[config.mk]
export PLATFORM = sky130hd
export DESIGN_NAME = ralu_sequencer
export DESIGN_NICKNAME = d
export VERILOG_FILES = /design/src/rtl/ralu_sequencer.sv
export SDC_FILE = /design/constraint.sdc
export NUM_CORES = 1
export LEC_CHECK = 0
export CAP_MARGIN = 10
export CORE_MARGIN = 10
export CORE_UTILIZATION = 43
export DETAILED_ROUTE_END_ITERATION = 10
export HOLD_SLACK_MARGIN = 0.03
export PLACE_DENSITY_LB_ADDON = 0.15
export SLEW_MARGIN = 10
export SYNTH_ARGS = -nofsm -noshare
export SYNTH_HDL_FRONTEND = slang
export SYNTH_SLANG_ARGS = --single-unit
export TNS_END_PERCENT = 10
[constraint.sdc]
create_clock -name clock -period 1.9 [get_ports clock]
set_input_delay 0.38 -clock clock [delete_from_list [all_inputs] [get_ports clock]]
set_output_delay 0.38 -clock clock [all_outputs]
set_load 0.05 [all_outputs]
[src/rtl/ralu_sequencer.sv]
// ralu_sequencer
//   Multi-cycle control sequencer for the 4-bit register ALU (GPR file,
//   operand registers A/B, parallel 74181-style ALU). One instruction is
//   accepted per handshake in IDLE and expanded into per-cycle RALU controls.
//   Every control output is registered: it is decoded from the state and IR
//   that the next edge will hold, so each output lines up with its state.
//
// Ports
//   clock, reset           rising-edge clock, synchronous active-high reset
//   instr_valid/instr      instruction offer: [15:13] op, [12:10] rd, [9:7] rs,
//                          [6:3] S/imm/count, [2] M, [1] Pin, [0] serial-in
//   instr_ready            high only while IDLE
//   ralu_data              immediate driven onto RALU DataIn
//   ralu_s/ralu_m/ralu_pin ALU function select, mode, carry-in
//   ralu_a                 regA source (1 = DataIn, 0 = GPR)
//   ralu_wr/ralu_adr       GPR write-enable and address
//   ralu_v                 [0] load regA; [2:1] regB 00 hold/01 shl/10 shr/11 load
//   ralu_isl/ralu_isr      serial-in bits for left/right shifts
//   ralu_osl/ralu_osr      shift-out bits from the RALU
//   done/err               final-cycle pulse / illegal-op pulse
//   flag_c                 last bit shifted out by SHL/SHR
module ralu_sequencer #(
  parameter logic [4:0] FN_PASS_A = 5'b11111,
  parameter logic [4:0] FN_PASS_B = 5'b10101
) (
  input  logic        clock,
  input  logic        reset,
  input  logic        instr_valid,
  input  logic [15:0] instr,
  output logic        instr_ready,
  output logic [3:0]  ralu_data,
  output logic [3:0]  ralu_s,
  output logic        ralu_m,
  output logic        ralu_pin,
  output logic        ralu_a,
  output logic        ralu_wr,
  output logic [2:0]  ralu_adr,
  output logic [2:0]  ralu_v,
  output logic        ralu_isl,
  output logic        ralu_isr,
  input  logic        ralu_osl,
  input  logic        ralu_osr,
  output logic        done,
  output logic        err,
  output logic        flag_c
);

  typedef enum logic [2:0] {
    IDLE  = 3'd0,
    LDA   = 3'd1,
    LDB   = 3'd2,
    SHIFT = 3'd3,
    WB    = 3'd4
  } state_t;

  localparam logic [2:0] OP_NOP = 3'b000;
  localparam logic [2:0] OP_ALU = 3'b001;
  localparam logic [2:0] OP_LDI = 3'b010;
  localparam logic [2:0] OP_SHL = 3'b011;
  localparam logic [2:0] OP_SHR = 3'b100;
  localparam logic [2:0] OP_MOV = 3'b101;

  state_t      state;
  state_t      next_state;
  logic [15:0] ir;
  logic [15:0] next_ir;
  logic [3:0]  cnt;
  logic [3:0]  next_cnt;

  logic [2:0]  ir_op;
  logic [3:0]  ir_k;
  logic [2:0]  n_op;
  logic [2:0]  n_rd;
  logic [2:0]  n_rs;
  logic [3:0]  n_imm;

  // Next-cycle control values, registered into the outputs below.
  logic [3:0]  n_data;
  logic [3:0]  n_s;
  logic        n_m;
  logic        n_pin;
  logic        n_a;
  logic        n_wr;
  logic [2:0]  n_adr;
  logic [2:0]  n_v;
  logic        n_isl;
  logic        n_isr;
  logic        n_done;
  logic        n_err;

  assign ir_op = ir[15:13];
  assign ir_k  = ir[6:3];
  assign n_op  = next_ir[15:13];
  assign n_rd  = next_ir[12:10];
  assign n_rs  = next_ir[9:7];
  assign n_imm = next_ir[6:3];

  // Next-state, IR capture and shift-counter logic.
  always_comb begin
    next_state = state;
    next_ir    = ir;
    next_cnt   = cnt;
    case (state)
      IDLE: begin
        if (instr_valid) begin
          next_ir = instr;
          case (instr[15:13])
            OP_ALU, OP_LDI, OP_MOV: next_state = LDA;
            OP_SHL, OP_SHR:         next_state = LDB;
            default:                next_state = WB;   // NOP and illegal ops
          endcase
        end else begin
          next_state = IDLE;
        end
      end
      LDA: begin
        if (ir_op == OP_ALU) begin
          next_state = LDB;
        end else begin
          next_state = WB;
        end
      end
      LDB: begin
        // A zero shift count goes straight to write-back, rewriting rd unchanged.
        if ((ir_op == OP_SHL || ir_op == OP_SHR) && (ir_k != 4'd0)) begin
          next_state = SHIFT;
          next_cnt   = ir_k;
        end else begin
          next_state = WB;
        end
      end
      SHIFT: begin
        next_cnt = cnt - 4'd1;
        if (cnt == 4'd1) begin
          next_state = WB;
        end else begin
          next_state = SHIFT;
        end
      end
      WB: begin
        next_state = IDLE;
      end
      default: begin
        next_state = IDLE;
      end
    endcase
  end

  // Control decode for the state and IR that take effect at the next edge.
  always_comb begin
    n_data = 4'd0;
    n_s    = 4'd0;
    n_m    = 1'b0;
    n_pin  = 1'b0;
    n_a    = 1'b0;
    n_wr   = 1'b0;
    n_adr  = 3'd0;
    n_v    = 3'b000;
    n_isl  = 1'b0;
    n_isr  = 1'b0;
    n_done = 1'b0;
    n_err  = 1'b0;
    case (next_state)
      LDA: begin
        n_v = 3'b001;
        if (n_op == OP_LDI) begin
          n_a    = 1'b1;
          n_data = n_imm;
        end else begin
          n_adr = n_rs;
        end
      end
      LDB: begin
        n_v   = 3'b110;
        n_adr = n_rd;
      end
      SHIFT: begin
        if (n_op == OP_SHL) begin
          n_v   = 3'b010;
          n_isl = next_ir[0];
        end else begin
          n_v   = 3'b100;
          n_isr = next_ir[0];
        end
      end
      WB: begin
        n_done = 1'b1;
        case (n_op)
          OP_NOP: begin
            n_wr = 1'b0;
          end
          OP_ALU: begin
            n_wr          = 1'b1;
            n_adr         = n_rd;
            {n_s, n_m}    = next_ir[6:2];
            n_pin         = next_ir[1];
          end
          OP_LDI, OP_MOV: begin
            n_wr       = 1'b1;
            n_adr      = n_rd;
            {n_s, n_m} = FN_PASS_A;
          end
          OP_SHL, OP_SHR: begin
            n_wr       = 1'b1;
            n_adr      = n_rd;
            {n_s, n_m} = FN_PASS_B;
          end
          default: begin
            n_err = 1'b1;
          end
        endcase
      end
      default: begin
        n_v = 3'b000;
      end
    endcase
  end

  // FSM state, IR, counter, flag and registered RALU control outputs.
  always_ff @(posedge clock) begin
    if (reset) begin
      state       <= IDLE;
      ir          <= 16'd0;
      cnt         <= 4'd0;
      flag_c      <= 1'b0;
      instr_ready <= 1'b1;
      ralu_data   <= 4'd0;
      ralu_s      <= 4'd0;
      ralu_m      <= 1'b0;
      ralu_pin    <= 1'b0;
      ralu_a      <= 1'b0;
      ralu_wr     <= 1'b0;
      ralu_adr    <= 3'd0;
      ralu_v      <= 3'b000;
      ralu_isl    <= 1'b0;
      ralu_isr    <= 1'b0;
      done        <= 1'b0;
      err         <= 1'b0;
    end else begin
      state       <= next_state;
      ir          <= next_ir;
      cnt         <= next_cnt;
      instr_ready <= (next_state == IDLE);
      ralu_data   <= n_data;
      ralu_s      <= n_s;
      ralu_m      <= n_m;
      ralu_pin    <= n_pin;
      ralu_a      <= n_a;
      ralu_wr     <= n_wr;
      ralu_adr    <= n_adr;
      ralu_v      <= n_v;
      ralu_isl    <= n_isl;
      ralu_isr    <= n_isr;
      done        <= n_done;
      err         <= n_err;
      // The shift-out bit seen during write-back is the last bit shifted out.
      if (state == WB && ir_op == OP_SHL) begin
        flag_c <= (ir_k == 4'd0) ? 1'b0 : ralu_osl;
      end else if (state == WB && ir_op == OP_SHR) begin
        flag_c <= (ir_k == 4'd0) ? 1'b0 : ralu_osr;
      end else begin
        flag_c <= flag_c;
      end
    end
  end

endmodule
## Word level (Yosys, flattened, before mapping)

Cells that the tools add are included.

| storage, ports and cells | value |
|---|---|
| bits in registers | 47 |
| input port bits | 21 |
| output and inout bits | 24 |
| word-level logic and storage cells | 97 |

| operators by class | value |
|---|---|
| add/subtract/negate cells | 1 |
| equal/unequal tests | 23 |
| mux-type cells | 25 |
| bitwise operators | 6 |
| reductions and logical operators | 25 |

Operators with widths:

| cell | count |
|---|---|
| 2-to-1 mux 16 bit | 2 |
| equality test 3 x 2 -> 1 bit (second input constant) | 9 |
| equality test 3 bit (second input constant) | 7 |
| 2-to-1 mux 3 bit | 7 |
| case mux 3 bit (3 select lines) | 2 |
| equality test 3 x 1 -> 1 bit (second input constant) | 5 |
| OR reduction 3 bit | 5 |
| case mux 3 bit (4 select lines) | 1 |
| case mux 4 bit (3 select lines) | 1 |
| OR reduction 2 bit | 5 |
| logical NOT 3 bit | 3 |
| 2-to-1 mux 1 bit | 8 |
| case mux 4 bit (2 select lines) | 1 |
| NOT 1 bit | 6 |
| case mux 3 bit (2 select lines) | 1 |
| OR reduction 6 bit | 1 |
| OR reduction 5 bit | 1 |
| equality test 4 x 1 -> 1 bit (second input constant) | 1 |
| logical NOT 4 bit | 1 |
| 2-to-1 mux 4 bit | 1 |
| nonzero test 2 bit | 2 |
| nonzero test 4 bit | 1 |
| OR reduction 4 bit | 1 |
| subtractor 4 x 1 -> 4 bit (second input constant) | 1 |
| 5 further kinds | 7 |

## Longest topological paths before layout

Gate-level depths: netlist (run 1).

| depth | value |
|---|---|
| depth after elaboration | 8 |
| mapped depth | 8 |

## Least setup slack after synthesis (run 1)

OpenSTA, ideal clock, no wires.

| path | value |
|---|---|
| kind | register to register |
| from | reg state[2] |
| to | reg ralu_v[2] |
| setup time | 0.128 ns |
| arrival | 1.688 ns |
| data required time | 1.772 ns |
| setup slack | 0.085 ns |
| cell stages (with the launch flop) | 7 |
| path buffers | 1 |
| path through | dfxtp_1 > or4b_1 > buf_2 > mux2_4 > or2_1 > a21oi_1 > nor2_1 |

| on the way | value |
|---|---|
| longest elaborated chain between the ends | 5 |

Ends and longest elaborated chain:

| what | line | source |
|---|---|---|
| start: declaration | 63 | `state_t state;` |
| start signal: assignment | 240 | `state <= next_state;` |
| parallel branches: the longest is 4 deep, another holds case mux 3 bit (4 select lines) | - |  |
| case mux 3 bit (3 select lines) * | 163 | `case (next_state)` |
| end signal: assignment | 251 | `ralu_v <= n_v;` |
| end: declaration | 38 | `output logic [2:0] ralu_v,` |

Every way passes the cells marked *.
A chain may end at the register's enable or synchronous reset.

## Worst setup path after layout (run 1)

| path | value |
|---|---|
| from | reg err |
| to | out err |

RTL lines:

| what | line | source |
|---|---|---|
| start: declaration | 44 | `output logic err,` |
| start signal: assignment | 255 | `err <= n_err;` |

No word-level cell between the ends.

==> flow_summary_export.csv, run 1 <==
group,metric,value,unit
routing,drt_iter0_markers,135,
place,pre_cts_slack,-455.6,ps
sta,finalHoldViolCount,0,
job,maxCapViolations,0,
setup_path,cpMaxStageDelayCell,"clkdlybuf4s50_1",
clock_tree,clockRootBuffer,"clkbuf_8",
routing,ant_nets,0,
logic_synthesis,netlist.area_leader.share,0.4832,
die,rows,23,
clock_tree,clockBufferDepth,2,
logic_synthesis,yosysSeqAreaShare,0.4832,
setup_path,critPathArrivalTime,1450,ps
logic_synthesis,syn_area_per_cell,8.980,um^2
clock_tree,cts_tree,"built",
setup_path,crit_path_start_kind,"register",
logic_synthesis,syn_inst,203,
sta,period_share,0.9625,
die,start_util,0.4493,
sta,finalSetupTns,0,ps
setup_path,crit_type,"register to output port",
layout,multi_input_area,947.2,um^2
global_route,antenna_found_initial,0,
place,post_dp_cell_area,2613,um^2
routing,via_count,1735,
place,port_buffers,44,
run_status,status,"finished clean",
routing,wl_per_cell,15.14,um
routing,viasPerCell,5.118,
global_route,grt_start_max_net_pins,17,
power_and_ir_drop,ir_drop,0.5218,mV
logic_synthesis,syn-num-nets,226,
die,fp.dieW,85.11,um
clock_tree,post_cts_buffers,0,
layout,fin_cells,339,
clock_tree,clk_pin_slew,90,ps
global_route,grt_pass1_wl,8.493,mm
layout,design_area,2783,um^2
setup_path,endpoint_kind,"output port",
power_and_ir_drop,leakage,1.178,nW
die,core_area,4058,um^2
setup_path,worstPathMaxFanout,1,
place,dp.cells,331,
setup_path,r2r_slack,80,ps
clock_tree,worstSkewPairLatency,300,ps
setup_path,critPathTopFamily,"buffers and inverters",
logic_synthesis,synth_area,1823,um^2
worst_hold_path,hold_class,"register to register",
die,dieArea,7244,um^2
global_route,grt_pass1_vias,1688,
layout,area_delta_synth_final,52.64,%
layout,antenna_cells,0,
sta,whs,465.9,ps
sta,fmax,546.8,MHz
sta,slew_headroom,0.6463,
logic_synthesis,synth_cell_types,44,
power_and_ir_drop,p_per_area,752.7,nW/um^2
layout,ff_latch_area,880.8,um^2
layout,drive_gt1_frac,0.2526,
sta,fin_skew,8.814,ps
die,io_pins,45,
routing,dr.pass1.iters,4,
logic_synthesis,synth_area_leaders,"dfxtp_1 48%, nor2_1 6.8%, a21oi_1 6.0%, mux2i_1 5.5%, nand2_1 4.1%",
setup_path,path_buf_inv,1,
logic_synthesis,ys.flop_type,"dfxtp_1",
layout,final_nets,311,
sta,rsz0062_at_grt,"yes",
logic_synthesis,synth_edf_count,0,
logic_synthesis,yosys_register_bits,44,
logic_synthesis,ys_async_sr_fraction,0,
clock_tree,clock_sinks,44,
routing,drc,0,
place,gp_congestion,0.8323,
sta,tightest_slew,528.9,ps
sta,period_needed,1829,ps
logic_synthesis,yosysMostFrequentCell,"dfxtp_1",
routing,routed_wl,5.131,mm
die,die-height,85.11,um
layout,fill_cells,341,
logic_synthesis,yosys_warnings,0,
sta,maxSlewViolCount,0,
place,hpwl,3.792,mm
setup_path,crit_chain,"clkdlybuf4s50_1",
power_and_ir_drop,total_power,2.094,mW
sta,fin_ws,71.28,ps
clock_tree,cts_buffers,5,
global_route,track_usage,0.1421,
logic_synthesis,synth_commonest_cells,"44 x dfxtp_1, 33 x nor2_1, 22 x a21oi_1",
logic_synthesis,synth_top_area_cell,"dfxtp_1",
global_route,grt_remaining_overflow,0,
clock_tree,htree_num_levels,2,
setup_path,critical_path.max_stage_delay,800,ps
layout,post-route-util,0.6858,
setup_path,required,1520,ps
sta,finalSetupViolCount,0,
layer usage:
metal	vias to the layer above	GRT usage	wire (um)
met3	6	0.05545	358
met5	-	0	0
li1	876	-	-
met2	57	0.2180	2393
met4	0	0.03443	44
met1	796	0.1819	2334
cells in the final DEF (no fill, tap or decap), drive strengths merged, types with 4 or more instances in the layout:
cell type / instances
buf: 46
dfxtp: 44
clkdlybuf4s50: 41
nor2: 34
a21oi: 23
nand2: 20
mux2i: 10
inv: 8
clkbuf: 5
nor3b: 5
nand2b: 4
a22oi: 4
nand3: 4
path summary, 6_finish.rpt:
path / end / cells past startpoint / startpoint
worst min-delay path: ir[1] / 2 / ir[1]
worst max register to register: ralu_adr[0] / 7 / state[2]
worst min register to register: ir[1] / 2 / ir[1]
worst max-delay path: err / 1 / err
sequential cells by signal, summed over array words and instances (netlist names), 3 cells and up:
register	count
ralu_data	4
ralu_adr	3
state	3
cnt	4
ir	13
ralu_v	3
ralu_s	4
logic make-up (layout without fill, tap and decap cells):
group,after synthesis,after routing,synth area share
xor gates and xnor gates,1,1,0.004805
buffers and inverters,16,102,0.03706
DFF,44,44,0.4832
adders and majority gates,2,2,0.01372
AOI/OAI and AO/OA,44,44,0.1558
and+or+nand+nor,84,84,0.2361
muxes,12,12,0.06932
report_power, final:
part           switching, mW  internal, mW
Clock                  0.346         0.268
Combinational          0.254         0.245
Sequential            0.0201         0.961
Total                  0.620          1.47
cell type report:
cell class / count / share of cell area
Inverter: 6 / 0.008094
Timing Repair Buffer: 88 / 0.2788
Tap cell: 50 / 0.02248
Clock inverter: 3 / 0.008993
Multi-Input combinational cell: 143 / 0.3404
Sequential cell: 44 / 0.3165
Clock buffer: 5 / 0.02473
what timing repair did:
item / in CTS / in global routing
pin swaps: 4 / 3
hold buffers: 0 / 0
resized for setup: 8 / 9
endpoints found under the setup margin: 17 / 13
Note: power is estimated with default switching activity, not from simulation.
==> inputs of run 2 (changes only) <==
--- a/config.mk
+++ b/config.mk
@@ -7,10 +7,9 @@
 export LEC_CHECK = 0
 export CAP_MARGIN = 10
 export CORE_MARGIN = 10
-export CORE_UTILIZATION = 43
+export CORE_UTILIZATION = 28
 export DETAILED_ROUTE_END_ITERATION = 10
 export HOLD_SLACK_MARGIN = 0.03
-export PLACE_DENSITY_LB_ADDON = 0.15
 export SLEW_MARGIN = 10
 export SYNTH_ARGS = -nofsm -noshare
 export SYNTH_HDL_FRONTEND = slang
==> run 2 against run 1 <==
Power increased by 5.2%. Critical path type is now register to register. Critical endpoint is now ralu_s[0]. Register-to-register slack is essentially flat. Via count shrank 3.1%. Die area up 40%. Design area fell by 0.36%. Largest cell class unchanged. Global-route usage shrank 4.1 points. Non-clock buffer count unchanged. First-iteration DRC count shrank 45%.
==> flow_summary_export.csv, run 2 (synthesis gave the netlist of run 1 again) <==
group,metric,value,unit
die,start_util,0.2871,
setup_path,crit_path_start_kind,"register",
routing,drc,0,
layout,largest-register,"ir",
clock_tree,clockRootBuffer,"clkbuf_8",
sta,finalHoldViolCount,0,
global_route,grt_remaining_overflow,0,
place,post_dp_cell_area,2611,um^2
clock_tree,cts_tree,"built",
job,maxCapViolations,0,
die,die-height,100.7,um
global_route,grt_pass1_vias,1741,
layout,final_nets,311,
layout,largest_reg_flops,13,
run_status,status,"finished clean",
place,dp.cells,357,
clock_tree,clockBufferDepth,2,
sta,slew_headroom,0.6615,
sta,tightest_slew,506.2,ps
setup_path,critPathArrivalTime,2050,ps
place,gp_congestion,0.8589,
layout,fill_cells,623,
place,port_buffers,44,
worst_hold_path,hold_class,"register to register",
layout,design_area,2773,um^2
sta,fin_ws,82.77,ps
setup_path,worstPathMaxFanout,4,
clock_tree,htree_num_levels,2,
layout,antenna_cells,0,
layout,fin_cells,366,
clock_tree,clock_sinks,44,
sta,rsz0062_at_grt,"yes",
routing,routed_wl,4.970,mm
sta,maxSlewViolCount,0,
power_and_ir_drop,leakage,1.221,nW
place,hpwl,3.910,mm
die,rows,29,
routing,dr.pass1.iters,4,
layout,area_delta_synth_final,52.09,%
routing,via_count,1682,
layout,drive_gt1_frac,0.2976,
routing,drt_iter0_markers,74,
place,pre_cts_slack,-419.7,ps
sta,period_share,0.9564,
global_route,track_usage,0.1008,
die,io_pins,45,
global_route,grt_start_max_net_pins,15,
sta,finalSetupViolCount,0,
routing,wl_per_cell,13.58,um
global_route,antenna_found_initial,0,
clock_tree,worstSkewPairLatency,290,ps
power_and_ir_drop,ir_drop,0.4468,mV
setup_path,endpoint_kind,"register",
die,dieArea,10140,um^2
layout,layout_common_cells,"61 x buf_4, 44 x dfxtp_1, 33 x nor2_1",
sta,fmax,550.3,MHz
die,core_area,6350,um^2
global_route,grt_pass1_wl,8.355,mm
clock_tree,cts_buffers,5,
routing,viasPerCell,4.596,
setup_path,crit_type,"register to register",
power_and_ir_drop,p_per_area,795.0,nW/um^2
die,fp.dieW,100.7,um
routing,ant_nets,0,
sta,fin_skew,3.830,ps
sta,period_needed,1817,ps
clock_tree,clk_pin_slew,80,ps
setup_path,r2r_slack,80,ps
setup_path,required,2140,ps
layout,final_common_cell,"buf_4",
[run 2: cell count changes in the layout (fill, tap and decap cells not counted), sizes merged]
cell / delta
buf: +16
bufinv: +1
clkbuf: +1
clkdlybuf4s50: -16
clkinv: +1
clkinvlp: -1
inv: -2
[run 2: layout make-up]
| class | instances | area, um^2 | area share |
|---|---|---|---|
| multi-input cells | 143 | 914.6 | 0.3299 |
| repair buffers | 88 | 737.0 | 0.2658 |
| flip-flops and latches | 44 | 880.8 | 0.3177 |
| clock inverters | 2 | 38.79 | 0.01399 |
| well taps | 77 | 96.34 | 0.03475 |
| clock buffers | 6 | 82.58 | 0.02978 |
| inverters | 6 | 22.52 | 0.008123 |
[run 2: stage by stage]
stage               total power, mW    util  setup TNS, ps  hold WS [ps]
floorplan                     1.239       -              0         432.1
global placement              1.464  0.4112          -6609         453.3
detailed placement            1.467  0.4112          -8215         458.1
CTS                           2.219  0.4329              0         469.6
global route                  2.311  0.4367         -27.80         509.1
finish                        2.204  0.4367              0         467.2
[run 2: critical path, stage by stage, from the launching register on]
cell	delay, ps
dfxtp_1	320
or4_1	590
o21ai_1	170
buf_4	140
a211o_1	180
nand3_2	130
inv_1	110
o21a_1	120
[run 2: power breakdown]
group          total (mW)  switching [mW]  leakage (nW)  internal (mW)
logic               0.481           0.247         0.802          0.234
clock network       0.743           0.313        0.0614          0.430
registers           0.980          0.0189         0.358          0.961
[run 2: timing repair]
action / CTS / global route
hold buffers: 0 / 0
gates resized for setup: 4 / 5
pin swaps: 2 / 1
endpoints found under the setup margin: 14 / 11
buffers inserted: 0 / 1
[run 2: final timing paths]
kind,cells past startpoint,startpoint,endpoint
setup / recovery,7,ir[3],ralu_s[0]
hold / removal,2,ir[10],ir[10]
setup reg to reg,7,ir[3],ralu_s[0]
hold reg to reg,2,ir[10],ir[10]
[run 2: layer usage]
metal  vias to the layer above  GRT usage  wire length [um]
met5                         -          0                 0
li1                        877          -                 -
met1                       776     0.1282              2333
met4                         0    0.02500                31
met3                         2    0.03498               247
met2                        27     0.1582              2356
==> inputs of run 3 (changes only) <==
--- a/config.mk
+++ b/config.mk
@@ -10,6 +10,7 @@
 export CORE_UTILIZATION = 28
 export DETAILED_ROUTE_END_ITERATION = 10
 export HOLD_SLACK_MARGIN = 0.03
+export SETUP_SLACK_MARGIN = 0.3
 export SLEW_MARGIN = 10
 export SYNTH_ARGS = -nofsm -noshare
 export SYNTH_HDL_FRONTEND = slang
==> run 3 against run 2 <==
Via count grew 0.65%. Fmax grew 1.6%. Critical path depth shrank 6. Register-to-register slack gained 30 ps. Hold slack gained 15 ps. Sequential power grew 0.7%. Worst setup slack gained 28 ps. Count of clock-buffer cells in the layout shrank 1. Power shrank 4.7%. Flip-flop and latch count is the same. Combinational power grew 9.4%. Core utilization grew 1.7 points. Critical path type is now register to output port.
==> flow_summary_export.csv, run 3 (synthesis gave the netlist of run 1 again) <==
group,metric,value,unit
run_status,status,"finished clean",
layout,final_common_cell,"buf_4",
place,port_buffers,44,
global_route,grt_pass1_vias,1727,
layout,post-route-util,0.4538,
clock_tree,htree_num_levels,2,
layout,fill_cells,604,
sta,finalHoldViolCount,0,
place,pre_cts_slack,-389.2,ps
routing,drt_iter0_markers,72,
clock_tree,worstSkewPairLatency,300,ps
layout,multi_input_area,1026,um^2
global_route,antenna_found_initial,0,
routing,wl_per_cell,13.94,um
die,io_pins,45,
clock_tree,clockRootBuffer,"clkbuf_8",
sta,whs,482.4,ps
clock_tree,hold_buffers,0,
setup_path,endpoint_kind,"output port",
sta,finalSetupViolCount,0,
clock_tree,clk_pin_slew,80,ps
sta,fmax,558.9,MHz
setup_path,critPathTopFamily,"buffers and inverters",
routing,via_count,1693,
die,die-height,100.7,um
routing,drc,0,
setup_path,critical_path.max_stage_delay,800,ps
setup_path,critPathArrivalTime,1410,ps
routing,viasPerCell,4.601,
die,start_util,0.2871,
die,fp.dieW,100.7,um
die,rows,29,
place,gp_congestion,0.8047,
power_and_ir_drop,ir_drop,0.3596,mV
setup_path,crit_chain,"clkdlybuf4s50_1",
layout,largest_reg_flops,13,
sta,tightest_slew,502.3,ps
place,dp.cells,355,
power_and_ir_drop,leakage,1.238,nW
sta,period_needed,1789,ps
job,maxCapViolations,0,
global_route,grt_remaining_overflow,0,
layout,antenna_cells,0,
sta,slew_headroom,0.6641,
global_route,track_usage,0.1013,
layout,fin_cells,368,
clock_tree,clockBufferDepth,2,
setup_path,crit_path_start_kind,"register",
layout,ff_latch_area,883.3,um^2
clock_tree,cts_buffers,5,
setup_path,cpMaxStageDelayCell,"clkdlybuf4s50_1",
power_and_ir_drop,p_per_area,728.7,nW/um^2
routing,dr.pass1.iters,4,
clock_tree,clock_sinks,44,
setup_path,path_buf_inv,1,
die,dieArea,10140,um^2
global_route,grt_pass1_wl,8.418,mm
global_route,grt_start_max_net_pins,16,
setup_path,worstPathMaxFanout,1,
die,core_area,6350,um^2
layout,layout_common_cells,"58 x buf_4, 42 x dfxtp_1, 32 x nor2_1",
sta,rsz0062_at_grt,"yes",
setup_path,required,1520,ps
routing,routed_wl,5.130,mm
layout,area_delta_synth_final,58.06,%
worst_hold_path,hold_class,"register to register",
sta,period_share,0.9417,
layout,final_nets,313,
layout,drive_gt1_frac,0.3436,
place,hpwl,3.833,mm
setup_path,crit_type,"register to output port",
layout,largest-register,"ir",
sta,maxSlewViolCount,0,
sta,fin_skew,5.908,ps
sta,finalSetupTns,0,ps
clock_tree,cts_tree,"built",
routing,ant_nets,0,
sta,fin_ws,110.7,ps
-- run 3: final timing paths --
path / start / to / slack (ps) / cells past startpoint
setup / recovery: ralu_adr[0] / ralu_adr[0] / 110 / 1
hold reg to reg: ir[10] / ir[10] / 480 / 2
setup reg to reg: state[1] / ralu_v[2] / 110 / 5
hold / removal: ir[10] / ir[10] / 480 / 2
-- run 3: timing repair --
item,CTS,global route
pin swaps,7,7
resized for setup,27,14
setup endpoints to repair,42,44
hold endpoints to repair,0,0
setup buffers,2,3
-- run 3: metal layers --
layer	track usage	vias up	wire length [um]
met2	0.1631	32	2474
met5	0	-	0
li1	-	880	-
met1	0.1278	777	2415
met3	0.02881	4	199
met4	0.02935	0	41
-- run 3: layout make-up --
class | count | area share
clock buffer | 5 | 0.02388
timing repair buffer | 90 | 0.2640
sequential | 44 | 0.3066
inverter | 6 | 0.007816
multi-input combinational | 143 | 0.3561
clock inverter | 3 | 0.008250
tap | 77 | 0.03343
-- run 3: through the flow --
step	area [um^2]	power, mW
final	2882	2.100
after global routing	2882	2.203
after CTS	2790	2.076
after detailed placement	2586	1.456
after global placement	2586	1.455
after floorplan	1829	1.242
-- run 3: power breakdown --
group	switching (mW)	internal, mW
logic	0.266	0.260
registers	0.0249	0.962
clock network	0.327	0.260
